==> config.mk <==
export PLATFORM = sky130hd
export DESIGN_NAME = tohost_monitor_flat
export DESIGN_NICKNAME = d
export VERILOG_FILES = /design/src/rtl/tohost_pkg.sv /design/src/rtl/tohost_monitor_if.sv /design/src/rtl/tohost_cycle_counter.sv /design/src/rtl/tohost_monitor.sv /design/src/flat_wrapper.sv
export SDC_FILE = /design/constraint.sdc
export NUM_CORES = 1
export LEC_CHECK = 0
export CORE_MARGIN = 2
export CORE_UTILIZATION = 30
export CTS_BUF_LIST = sky130_fd_sc_hd__clkbuf_8
export DETAILED_ROUTE_END_ITERATION = 8
export PLACE_DENSITY = 0.57
export SLEW_MARGIN = 10
export SYNTH_ARGS = -nofsm -noshare
export SYNTH_HDL_FRONTEND = slang
export SYNTH_HIERARCHICAL = 1
export SYNTH_SLANG_ARGS = --single-unit
==> constraint.sdc <==
create_clock -name clk -period 3 [get_ports clk]
set_input_delay 0.45 -clock clk [delete_from_list [all_inputs] [get_ports clk]]
set_output_delay 0.45 -clock clk [all_outputs]
set_load 0.05 [all_outputs]
==> src/rtl/tohost_pkg.sv <==
// tohost_pkg: shared types and constants for the tohost end-of-test monitor.
//   state_e          - monitor state encoding (RUN=0, PASS=1, FAIL=2, TIMEOUT=3)
//   TOHOST_ADDR_DFLT - default byte address of the riscv-tests tohost word
//   TOHOST_PASS      - tohost value that signals a passing test
package tohost_pkg;

  localparam int unsigned ADDR_W = 32;
  localparam int unsigned DATA_W = 32;

  localparam logic [ADDR_W-1:0] TOHOST_ADDR_DFLT = 32'h0000_1000;
  localparam logic [DATA_W-1:0] TOHOST_PASS      = 32'h0000_0001;

  typedef enum logic [1:0] {
    RUN     = 2'd0,
    PASS    = 2'd1,
    FAIL    = 2'd2,
    TIMEOUT = 2'd3
  } state_e;

endpackage

==> src/rtl/tohost_monitor_if.sv <==
// tohost_monitor_if: data-memory store port as seen by the tohost monitor.
//   wr_en   - a store happens this cycle
//   wr_addr - store byte address
//   wr_data - store data, full word
// master: the core driving stores; slave: the monitor snooping them.
interface tohost_monitor_if;
  import tohost_pkg::*;

  logic              wr_en;
  logic [ADDR_W-1:0] wr_addr;
  logic [DATA_W-1:0] wr_data;

  modport master (output wr_en, output wr_addr, output wr_data);
  modport slave  (input  wr_en, input  wr_addr, input  wr_data);

endinterface

==> src/rtl/tohost_cycle_counter.sv <==
// tohost_cycle_counter: saturating cycle counter with enable and synchronous clear.
//   clk   - clock
//   clr   - synchronous clear to 0 (priority over en)
//   en    - count this edge
//   count - registered count, holds at all-ones
//   hit_c - combinational: count equals LIMIT
module tohost_cycle_counter #(
  parameter int unsigned CNT_W = 32,
  parameter int unsigned LIMIT = 0
) (
  input  logic             clk,
  input  logic             clr,
  input  logic             en,
  output logic [CNT_W-1:0] count,
  output logic             hit_c
);

  logic [CNT_W-1:0] count_q;
  logic [CNT_W-1:0] count_d;

  // Next count: clear, else increment unless already saturated.
  always_comb begin
    count_d = count_q;
    if (clr) begin
      count_d = '0;
    end else if (en && (count_q != {CNT_W{1'b1}})) begin
      count_d = count_q + CNT_W'(1);
    end
  end

  always_ff @(posedge clk) begin
    count_q <= count_d;
  end

  assign count = count_q;
  assign hit_c = (count_q == CNT_W'(LIMIT));

endmodule

==> src/rtl/tohost_monitor.sv <==
// tohost_monitor: snoops core stores and turns the first odd write to tohost
// into sticky pass/fail status plus a cycle count.
//   clk, rst - clock and synchronous active-high reset
//   bus      - store port (tohost_monitor_if.slave)
//   done     - test ended (pass, fail or timeout), sticky
//   pass     - test ended with tohost == 1, sticky
//   fail_id  - wr_data[31:1] of the failing store, 0 unless FAIL
//   timeout  - watchdog expired before any result, sticky
//   halt     - same as done, stall/stop request for the core
//   cycles   - edges spent in RUN, saturating, frozen once done
// Build option: define TOHOST_MONITOR_WATCHDOG_EN to build the TIMEOUT state.
module tohost_monitor
  import tohost_pkg::*;
#(
  parameter logic [ADDR_W-1:0] TOHOST_ADDR    = TOHOST_ADDR_DFLT,
  parameter int unsigned       TIMEOUT_CYCLES = 5000,
  parameter int unsigned       CNT_W          = 32
) (
  input  logic                 clk,
  input  logic                 rst,
  tohost_monitor_if.slave      bus,
  output logic                 done,
  output logic                 pass,
  output logic [DATA_W-2:0]    fail_id,
  output logic                 timeout,
  output logic                 halt,
  output logic [CNT_W-1:0]     cycles
);

  state_e              state_q, state_d;
  logic [DATA_W-2:0]   fail_id_q, fail_id_d;
  logic                result_wr_c;
  logic                run_c;
  logic                wd_hit_c;

  assign run_c       = (state_q == RUN);
  assign result_wr_c = bus.wr_en && (bus.wr_addr == TOHOST_ADDR) && bus.wr_data[0];

  // Counts the edges on which the state is RUN; rst restarts it from 0.
  tohost_cycle_counter #(
    .CNT_W (CNT_W),
    .LIMIT (TIMEOUT_CYCLES - 1)
  ) u_cnt (
    .clk   (clk),
    .clr   (rst),
    .en    (run_c),
    .count (cycles),
    .hit_c (wd_hit_c)
  );

`ifndef TOHOST_MONITOR_WATCHDOG_EN
  // The limit compare only feeds the watchdog, which is not built here.
  logic unused_wd_hit;
  assign unused_wd_hit = wd_hit_c;
`endif

  // Next state: only RUN reacts; a result write beats watchdog expiry.
  always_comb begin
    state_d   = state_q;
    fail_id_d = fail_id_q;
    case (state_q)
      RUN: begin
        if (result_wr_c) begin
          if (bus.wr_data == TOHOST_PASS) begin
            state_d = PASS;
          end else begin
            state_d   = FAIL;
            fail_id_d = bus.wr_data[DATA_W-1:1];
          end
        end
`ifdef TOHOST_MONITOR_WATCHDOG_EN
        else if (wd_hit_c) begin
          state_d = TIMEOUT;
        end
`endif
      end
      default: ;
    endcase
  end

  always_ff @(posedge clk) begin
    if (rst) begin
      state_q   <= RUN;
      fail_id_q <= '0;
    end else begin
      state_q   <= state_d;
      fail_id_q <= fail_id_d;
    end
  end

  assign done    = !run_c;
  assign halt    = !run_c;
  assign pass    = (state_q == PASS);
  assign fail_id = fail_id_q;
`ifdef TOHOST_MONITOR_WATCHDOG_EN
  assign timeout = (state_q == TIMEOUT);
`else
  assign timeout = 1'b0;
`endif

endmodule

==> src/flat_wrapper.sv <==
// flat-port wrapper written by rule: the top's interface ports become plain ports
module tohost_monitor_flat import tohost_pkg::*;
#(
  parameter logic [ADDR_W-1:0] TOHOST_ADDR    = TOHOST_ADDR_DFLT,
  parameter int unsigned       TIMEOUT_CYCLES = 5000,
  parameter int unsigned       CNT_W          = 32
)
  (clk, rst, done, pass, fail_id, timeout, halt, cycles, bus_wr_en, bus_wr_addr, bus_wr_data);
  tohost_monitor_if bus_i ();
  input  logic clk;
  input  logic rst;
  output logic done;
  output logic pass;
  output logic [DATA_W-2:0] fail_id;
  output logic timeout;
  output logic halt;
  output logic [CNT_W-1:0] cycles;
  input wire logic [$bits(bus_i.wr_en)-1:0] bus_wr_en;
  input wire logic [$bits(bus_i.wr_addr)-1:0] bus_wr_addr;
  input wire logic [$bits(bus_i.wr_data)-1:0] bus_wr_data;
  assign bus_i.wr_en = bus_wr_en;
  assign bus_i.wr_addr = bus_wr_addr;
  assign bus_i.wr_data = bus_wr_data;
  tohost_monitor #(.TOHOST_ADDR(TOHOST_ADDR), .TIMEOUT_CYCLES(TIMEOUT_CYCLES), .CNT_W(CNT_W)) u_core (.clk(clk), .rst(rst), .bus(bus_i), .done(done), .pass(pass), .fail_id(fail_id), .timeout(timeout), .halt(halt), .cycles(cycles));
endmodule
# --- Word-level counts from Yosys, hierarchy flattened ---
# Cells that the tools add are included.
word_totals:
  input_bits: 67
  out_inout_bits: 67
  regBits: 65
  wordCells: 17
classes:
  n_reduce_logical: 7
  mux: 1
  bitwise: 1
  n_addsub: 1
  n_eq_ne: 4
op_table:
  columns: ["cell", "n"]
  rows:
  - ["adder 32 x 1 -> 32 bit, second input constant", 1]
  - ["== test 32 x 1 -> 1 bit, second input constant", 1]
  - ["== test 32 x 13 -> 1 bit, second input constant", 1]
  - ["!= test 32 bit, second input constant", 1]
  - ["logical AND 1 bit", 3]
  - ["AND reduction 3 bit", 1]
  - ["== test 2 x 1 -> 1 bit, second input constant", 1]
  - ["logical NOT 2 bit", 1]
  - ["2-to-1 mux 2 bit", 1]
  - ["AND reduction 2 bit", 1]
  - ["logical NOT 1 bit", 1]
  - ["inverter 1 bit", 1]

# --- Depth between registers and ports, before layout ---
# Gate-level depths: netlist of the first run.
depth:
  word_depth: 4
  mapped_depth: 7

# --- Cells and area by module ---
# Netlist of the first run, hierarchy kept.
by_module_without_submodules:
  columns: ["mod", "cells_each", "n_inst", "seq_area_each_um2", "area_per_inst_um2"]
  rows:
  - ["tohost_cycle_counter", 204, 1, 640.6, 1762.9]
  - ["tohost_monitor", 171, 1, 660.6, 1636.6]

# --- Least setup slack after synthesis of the first run ---
# OpenSTA, ideal clock, no wires.
synth_path:
  kind: "register to register"
  from: "reg u_core.u_cnt.count_q[10], in the netlist u_core/u_cnt/count[10]"
  to: "reg u_core.u_cnt.count_q[9], in the netlist u_core/u_cnt/count[9]"
  arrival_ns: 2.098
  path_stages_with_launch: 6
  path_buffers: 0
  synth_period_minus_slack_ns: 2.222
  path_slack_ns: 0.778
  cell_sequence: "dfxtp_1 nand3_1 nor4_4 a31oi_1 and3_1 mux2_1"
synth_via:
  elab_chain_cells: 2
synth_lines:
  columns: ["item", "line", "rtl"]
  rows:
  - ["start: declaration", "tohost_cycle_counter.sv:18", "logic [CNT_W-1:0] count_q;"]
  - ["start signal: assignment", "tohost_cycle_counter.sv:32", "count_q <= count_d;"]
  - ["!= test 32 bit", "tohost_cycle_counter.sv:26", "end else if (en && (count_q != {CNT_W{1'b1}})) begin"]
  - ["logical AND 1 bit", "tohost_cycle_counter.sv:26", null]
# No other way between the ends.
# A chain may end at the register's enable or synchronous reset.

# --- Worst setup path after layout of the first run ---
layout_path:
  from: "reg u_core.state_q[1]"
  to: "out halt"
layout_via:
  elab_chain_cells: 2
layout_lines:
  columns: ["item", "line", "rtl"]
  rows:
  - ["start: declaration", "tohost_monitor.sv:30", "state_e state_q, state_d;"]
  - ["start signal: assignment", "tohost_monitor.sv:86", "state_q <= state_d;"]
  - ["logical NOT 2 bit", "tohost_monitor.sv:36", "assign run_c = (state_q == RUN);"]
  - ["logical NOT 1 bit", "tohost_monitor.sv:92", "assign halt = !run_c;"]
  - ["end: declaration", "flat_wrapper.sv:16", "output logic halt;"]
# No other way between the ends.

==> metrics.cfg, run 1 <==
[outcome]
status=complete, no violations

[sta]
fin_crit_sh=0.729
worstMarginPinSlew_ns=0.687
holdWs_ns=0.471
fmax_ghz=0.457
fin_crit_ns=2.19
slew_viol_final=0
hold_viol=0
finClkSkew_ns=0.0108
setup_violations=0
rsz0062_at_grt=false
slew_headroom=0.538
finalSetupTns_ns=0

[cells_and_area]
mostFrequentLayoutCells=clkdlybuf4s50_1, dfxtp_1, nand2b_1
layout-drive-gt1-share=0.0724
layout_commonest_cell=clkdlybuf4s50_1
area_growth_pct=49.6
fin_nets=562
diodes=0

[yosys]
syn_nets=434
avgSynthCellArea_um2=9.14
syn_area_um2=3330
netlist_instances=365
synth_warnings=6

[critical_path]
worst-path-stages=2
end_kind=output pin
slowest_stage=clkdlybuf4s50_1
cp.arrival_ns=1.74
cp-endpoint=halt
cp_num_buf_inv=1
worstPathRequired_ns=2.55
timing.rr.end=u_core/u_cnt/count[31]
max_stage_delay_ns=0.84
path_cells=or2_1 -> clkdlybuf4s50_1
path_class=register to output pin
cp_max_fo=3
critPathTopFamily=buffers and inverters
worst-r2r-cell-count=7
r2r_setup_slack_ns=0.89
r2r_start=u_core/state_q[1]
cp-startpoint=u_core/state_q[1]
critPathLaunchType=register

[floorplanning]
die_area_um2=12000
core_um2=10800
io_pins=134
die_y_um=109
die_x_um=109
initial_core_util=0.308
rows=38

[cts]
cts-root-buf=clkbuf_8
numClockSinks=65
clock_latency_ns=0.33
cts_tree=done
path_clk_slew_ns=0.06
cts-buffers-inserted=9
post_cts_resize_count=0
cts_hold_buf=0
clockBufferDepth=2
post_cts_buffers=0
htreeDepth=3

[routing]
post_drt_wl_per_cell_um=14.2
firstDrtPassIters=4
num_vias=3085
drt-total-wl_um=9050
viasPerCell=4.84
drt_iter0_drc=99
drc=0
ant_nets=0

[pwr]
leakage_uw=0.00183
peakVddDrop_v=0.000202
clock_power_share=0.416
internal-power_uw=1390
power_density_nw_per_um2=358
p_sw_frac=0.221
switchingPower_uw=394
pwr-share-seq=0.488
p_comb_frac=0.095

[job]
drv_cap=0

[grt]
grtUsageTotal=0.157
grt.overflow.total=0
first_global_vias=3131
antenna_found_initial=0
grt_max_degree=65
grt_pass1_wl_um=14900

[worst_hold_path]
worst_hold_path_type=register to register
hp-start=u_core/state_q[1]

[place]
dpl.hpwl_um=6820
place.gp.congestion=0.765
io_buffers=132

[power groups by stage]
| stage | Combinational [µW] | Sequential, µW | Clock [µW] |
|---|---|---|---|
| 2_1_floorplan | 49.8 | 903 | 0 |
| 3_5_place_dp | 171 | 893 | 0 |
| 4_1_cts | 172 | 873 | 779 |
| 5_1_grt | 183 | 874 | 820 |
| 3_3_place_gp | 169 | 893 | 0 |
| 6_report | 170 | 873 | 744 |
[layer usage]
layer  up-vias  GRT usage  wire (µm)
met4         0     0.0488         90
met2        96      0.257       4250
met3         8     0.0711        751
li1       1559          -          -
met5         -          0          0
met1      1422      0.185       3960
[worst min path at each step]
stage	endpoint	slack, ns	cells after the start
finish	u_core/state_q[1]	0.47	2
global placement	u_core/state_q[1]	0.45	2
floorplan	u_core/state_q[1]	0.43	2
detailed placement	u_core/state_q[1]	0.46	2
CTS	u_core/state_q[1]	0.47	2
global route	u_core/state_q[1]	0.49	2
[flip-flops by register name, indices dropped and copies added (netlist names)]
name / cells
u_core/fail_id: 31
u_core/state_q: 2
u_core/u_cnt/count: 32
[area by class of cell]
type	instances	area [µm²]
clock buffer	11	151
clock inverter	4	45.0
fill	1100	5850
inverter	7	26.3
multi-input combinational	273	1910
sequential	65	1300
tap	140	175
timing repair buffer	137	1380
[per-stage QoR]
step                      cells  utilization  setup slack [ns]  total power, µW  instance area (µm²)
after global placement      622        0.442             0.415             1060                 4790
after CTS                   637        0.460             0.785             1820                 4990
after detailed placement    622        0.442             0.422             1060                 4790
after global routing        637        0.460             0.599             1880                 4990
final                       637        0.460             0.813             1790                 4990
after floorplan             365            -             0.786              953                 3330
[tightest hold or removal path, cell delays in order (launching register included)]
cell and delay, ns:
dfxtp_1 0.33, inv_1 0.05, a21oi_1 0.05
No activity file was read; power rests on OpenSTA's default activity.
==> inputs of run 2 (changes only) <==
--- a/config.mk
+++ b/config.mk
@@ -9,7 +9,7 @@
 export CORE_UTILIZATION = 30
 export CTS_BUF_LIST = sky130_fd_sc_hd__clkbuf_8
 export DETAILED_ROUTE_END_ITERATION = 8
-export PLACE_DENSITY = 0.57
+export PLACE_DENSITY = 0.59
 export SLEW_MARGIN = 10
 export SYNTH_ARGS = -nofsm -noshare
 export SYNTH_HDL_FRONTEND = slang
==> constraint.sdc (replaced) <==
create_clock -name clk -period 1.9 [get_ports clk]
set_input_delay 0.285 -clock clk [delete_from_list [all_inputs] [get_ports clk]]
set_output_delay 0.285 -clock clk [all_outputs]
set_load 0.05 [all_outputs]
==> metrics.cfg, run 2 (synthesis results as in run 1) <==
[cts]
cts_hold_buf=0  ; unchanged
numClockSinks=65  ; unchanged
clockBufferDepth=2  ; unchanged
clock_latency_ns=0.34  ; was 0.33 ns
path_clk_slew_ns=0.07  ; was 0.06 ns
cts-buffers-inserted=9  ; unchanged
cts_tree=done  ; unchanged
htreeDepth=3  ; unchanged
cts-root-buf=clkbuf_8  ; unchanged

[floorplanning]
io_pins=134  ; unchanged
die_y_um=109  ; unchanged
rows=38  ; unchanged
die_x_um=109  ; unchanged
die_area_um2=12000  ; unchanged
initial_core_util=0.308  ; unchanged
core_um2=10800  ; unchanged

[critical_path]
r2r_setup_slack_ns=0.05  ; was 0.89 ns
path_class=register to output pin  ; unchanged
max_stage_delay_ns=0.80  ; was 0.84 ns
end_kind=output pin  ; unchanged
path_cells=buf_4 -> clkdlybuf4s50_1  ; was or2_1 -> clkdlybuf4s50_1
critPathLaunchType=register  ; unchanged
worst-path-stages=2  ; unchanged
cp.arrival_ns=1.58  ; was 1.74 ns
r2r_start=u_core/state_q[0]  ; was u_core/state_q[1]
cp_max_fo=4  ; was 3
critPathTopFamily=buffers and inverters  ; unchanged
cp_num_buf_inv=2  ; was 1
slowest_stage=clkdlybuf4s50_1  ; unchanged
timing.rr.end=u_core/u_cnt/count[26]  ; was u_core/u_cnt/count[31]
worst-r2r-cell-count=8  ; was 7
worstPathRequired_ns=1.62  ; was 2.55 ns

[worst_hold_path]
holdPathEnd=u_core/u_cnt/count[24]  ; was u_core/state_q[1]
hp-start=rst  ; was u_core/state_q[1]
worst_hold_path_type=input port to register  ; was register to register
hold_depth=2  ; unchanged

[pwr]
leakage_uw=0.00222  ; was 0.00183 µW
power_density_nw_per_um2=565  ; was 358 nW/µm²
peakVddDrop_v=0.000376  ; was 0.000202 V
finalPower_uw=3110  ; was 1790 µW

[job]
drv_cap=0  ; unchanged

[sta]
finalSetupTns_ns=0  ; unchanged
fin_crit_sh=0.983
slew_viol_final=0  ; unchanged
slew_headroom=0.633  ; was 0.538
rsz0062_at_grt=true  ; was false
fin_crit_ns=1.87
finClkSkew_ns=0.00935  ; was 0.0108 ns
worstMarginPinSlew_ns=0.548  ; was 0.687 ns
hold_viol=0  ; unchanged
fmax_ghz=0.535
setup_violations=0  ; unchanged

[cells_and_area]
fin_cells=682  ; was 637
diodes=0  ; unchanged
fin_nets=606  ; was 562
mostFrequentLayoutCells=clkdlybuf4s50_1, nand2b_1, buf_4  ; was clkdlybuf4s50_1, dfxtp_1, nand2b_1
layout_commonest_cell=clkdlybuf4s50_1  ; unchanged
layout-drive-gt1-share=0.247  ; was 0.0724
n_fill_cell=1048  ; was 1100
largest_reg_flops=32  ; unchanged
final_util=0.507  ; was 0.460
area_growth_pct=64.8  ; was 49.6%

[place]
dpl.hpwl_um=7070  ; was 6820 µm
place.gp.congestion=0.780  ; was 0.765
io_buffers=132  ; unchanged
dp_cells=664  ; was 622

[routing]
firstDrtPassIters=4  ; unchanged
wl_met1_um=4140  ; was 3960 µm
wl_met2_um=4250  ; about the same
drt_iter0_drc=99  ; unchanged
topRoutingLayerUsed=met4  ; unchanged
viasPerCell=4.72  ; was 4.84
post_drt_wl_per_cell_um=13.7  ; was 14.2 µm
drt-total-wl_um=9350  ; was 9050 µm
drc=0  ; unchanged
ant_nets=0  ; unchanged
dr_wl_met3_um=835  ; was 751 µm
num_vias=3222  ; was 3085

[grt]
antenna_found_initial=0  ; unchanged
grtUsageTotal=0.160  ; was 0.157
grt_max_degree=54  ; was 65
first_global_vias=3166  ; was 3131
grt.overflow.total=0  ; unchanged
grt_pass1_wl_um=15000  ; was 14900 µm

[outcome]
status=complete, no violations  ; unchanged

[run 2: cell count changes in the layout (fill, tap and decap cells not counted), moves of 3 or more]
cell | previous run | this run
dfxtp_4 | 0 | 7
dlygate4sd2_1 | 0 | 7
clkdlybuf4s50_1 | 131 | 115
dfxtp_1 | 65 | 31
buf_4 | 3 | 52
nor4_2 | 3 | 6
nor4_1 | 13 | 10
dlymetal6s2s_1 | 0 | 4
dfxtp_2 | 0 | 27
[run 2: power breakdown]
part / leakage [µW] / internal (µW) / switching (µW)
clock network: 0.000120 / 872 / 580
logic: 0.00156 / 185 / 102
registers: 0.000543 / 1360 / 8.85
[run 2: through the flow]
| step | hold WS (ns) | setup WS, ns | cell area (µm²) |
|---|---|---|---|
| after floorplan | 0.437 | -0.0120 | 3400 |
| after global placement | 0.454 | -0.300 | 5160 |
| after detailed placement | 0.463 | -0.295 | 5160 |
| after CTS | 0.339 | 0.00179 | 5410 |
| after global routing | 0.363 | -0.106 | 5490 |
| final | 0.338 | 0.0322 | 5490 |
[run 2: worst max-delay path by stage]
stage                           start                      to  slack, ns
2_1_floorplan  u_core/u_cnt/count[15]   u_core/u_cnt/count[9]      -0.01
3_3_place_gp          bus_wr_data[23]      u_core/fail_id[23]      -0.30
3_5_place_dp          bus_wr_data[23]      u_core/fail_id[10]      -0.30
4_1_cts        u_core/u_cnt/count[26]              cycles[26]      0.002
5_1_grt             u_core/state_q[0]  u_core/u_cnt/count[26]      -0.11
6_report       u_core/u_cnt/count[26]              cycles[26]       0.03
[run 2: timing repair]
item	CTS	global route
gates cloned	0	0
pin swaps	1	18
setup buffers	0	2
gates resized for setup	10	18
setup endpoints to repair	12	43
[run 2: worst reg2reg max path: stages (launching register included)]
cell,delay [ns]
dfxtp_2,0.33
or2_4,0.27
inv_6,0.08
nand4_1,0.19
nor4_2,0.34
buf_4,0.17
nand4b_1,0.11
xor2_1,0.18
nor2_1,0.05
[run 2: layout make-up]
type | count | area, µm² | share of cell area
multi-input combinational | 273 | 1990 | 0.362
timing repair buffer | 181 | 1700 | 0.309
sequential | 65 | 1360 | 0.248
tap | 140 | 175 | 0.0319
clock buffer | 9 | 124 | 0.0225
clock inverter | 7 | 118 | 0.0214
inverter | 7 | 31.3 | 0.00569
[run 2: metal layers]
layer | vias up | GRT usage
met2 | 92 | 0.263
met4 | 0 | 0.0542
met1 | 1467 | 0.194
li1 | 1652 | -
met3 | 11 | 0.0545
met5 | - | 0
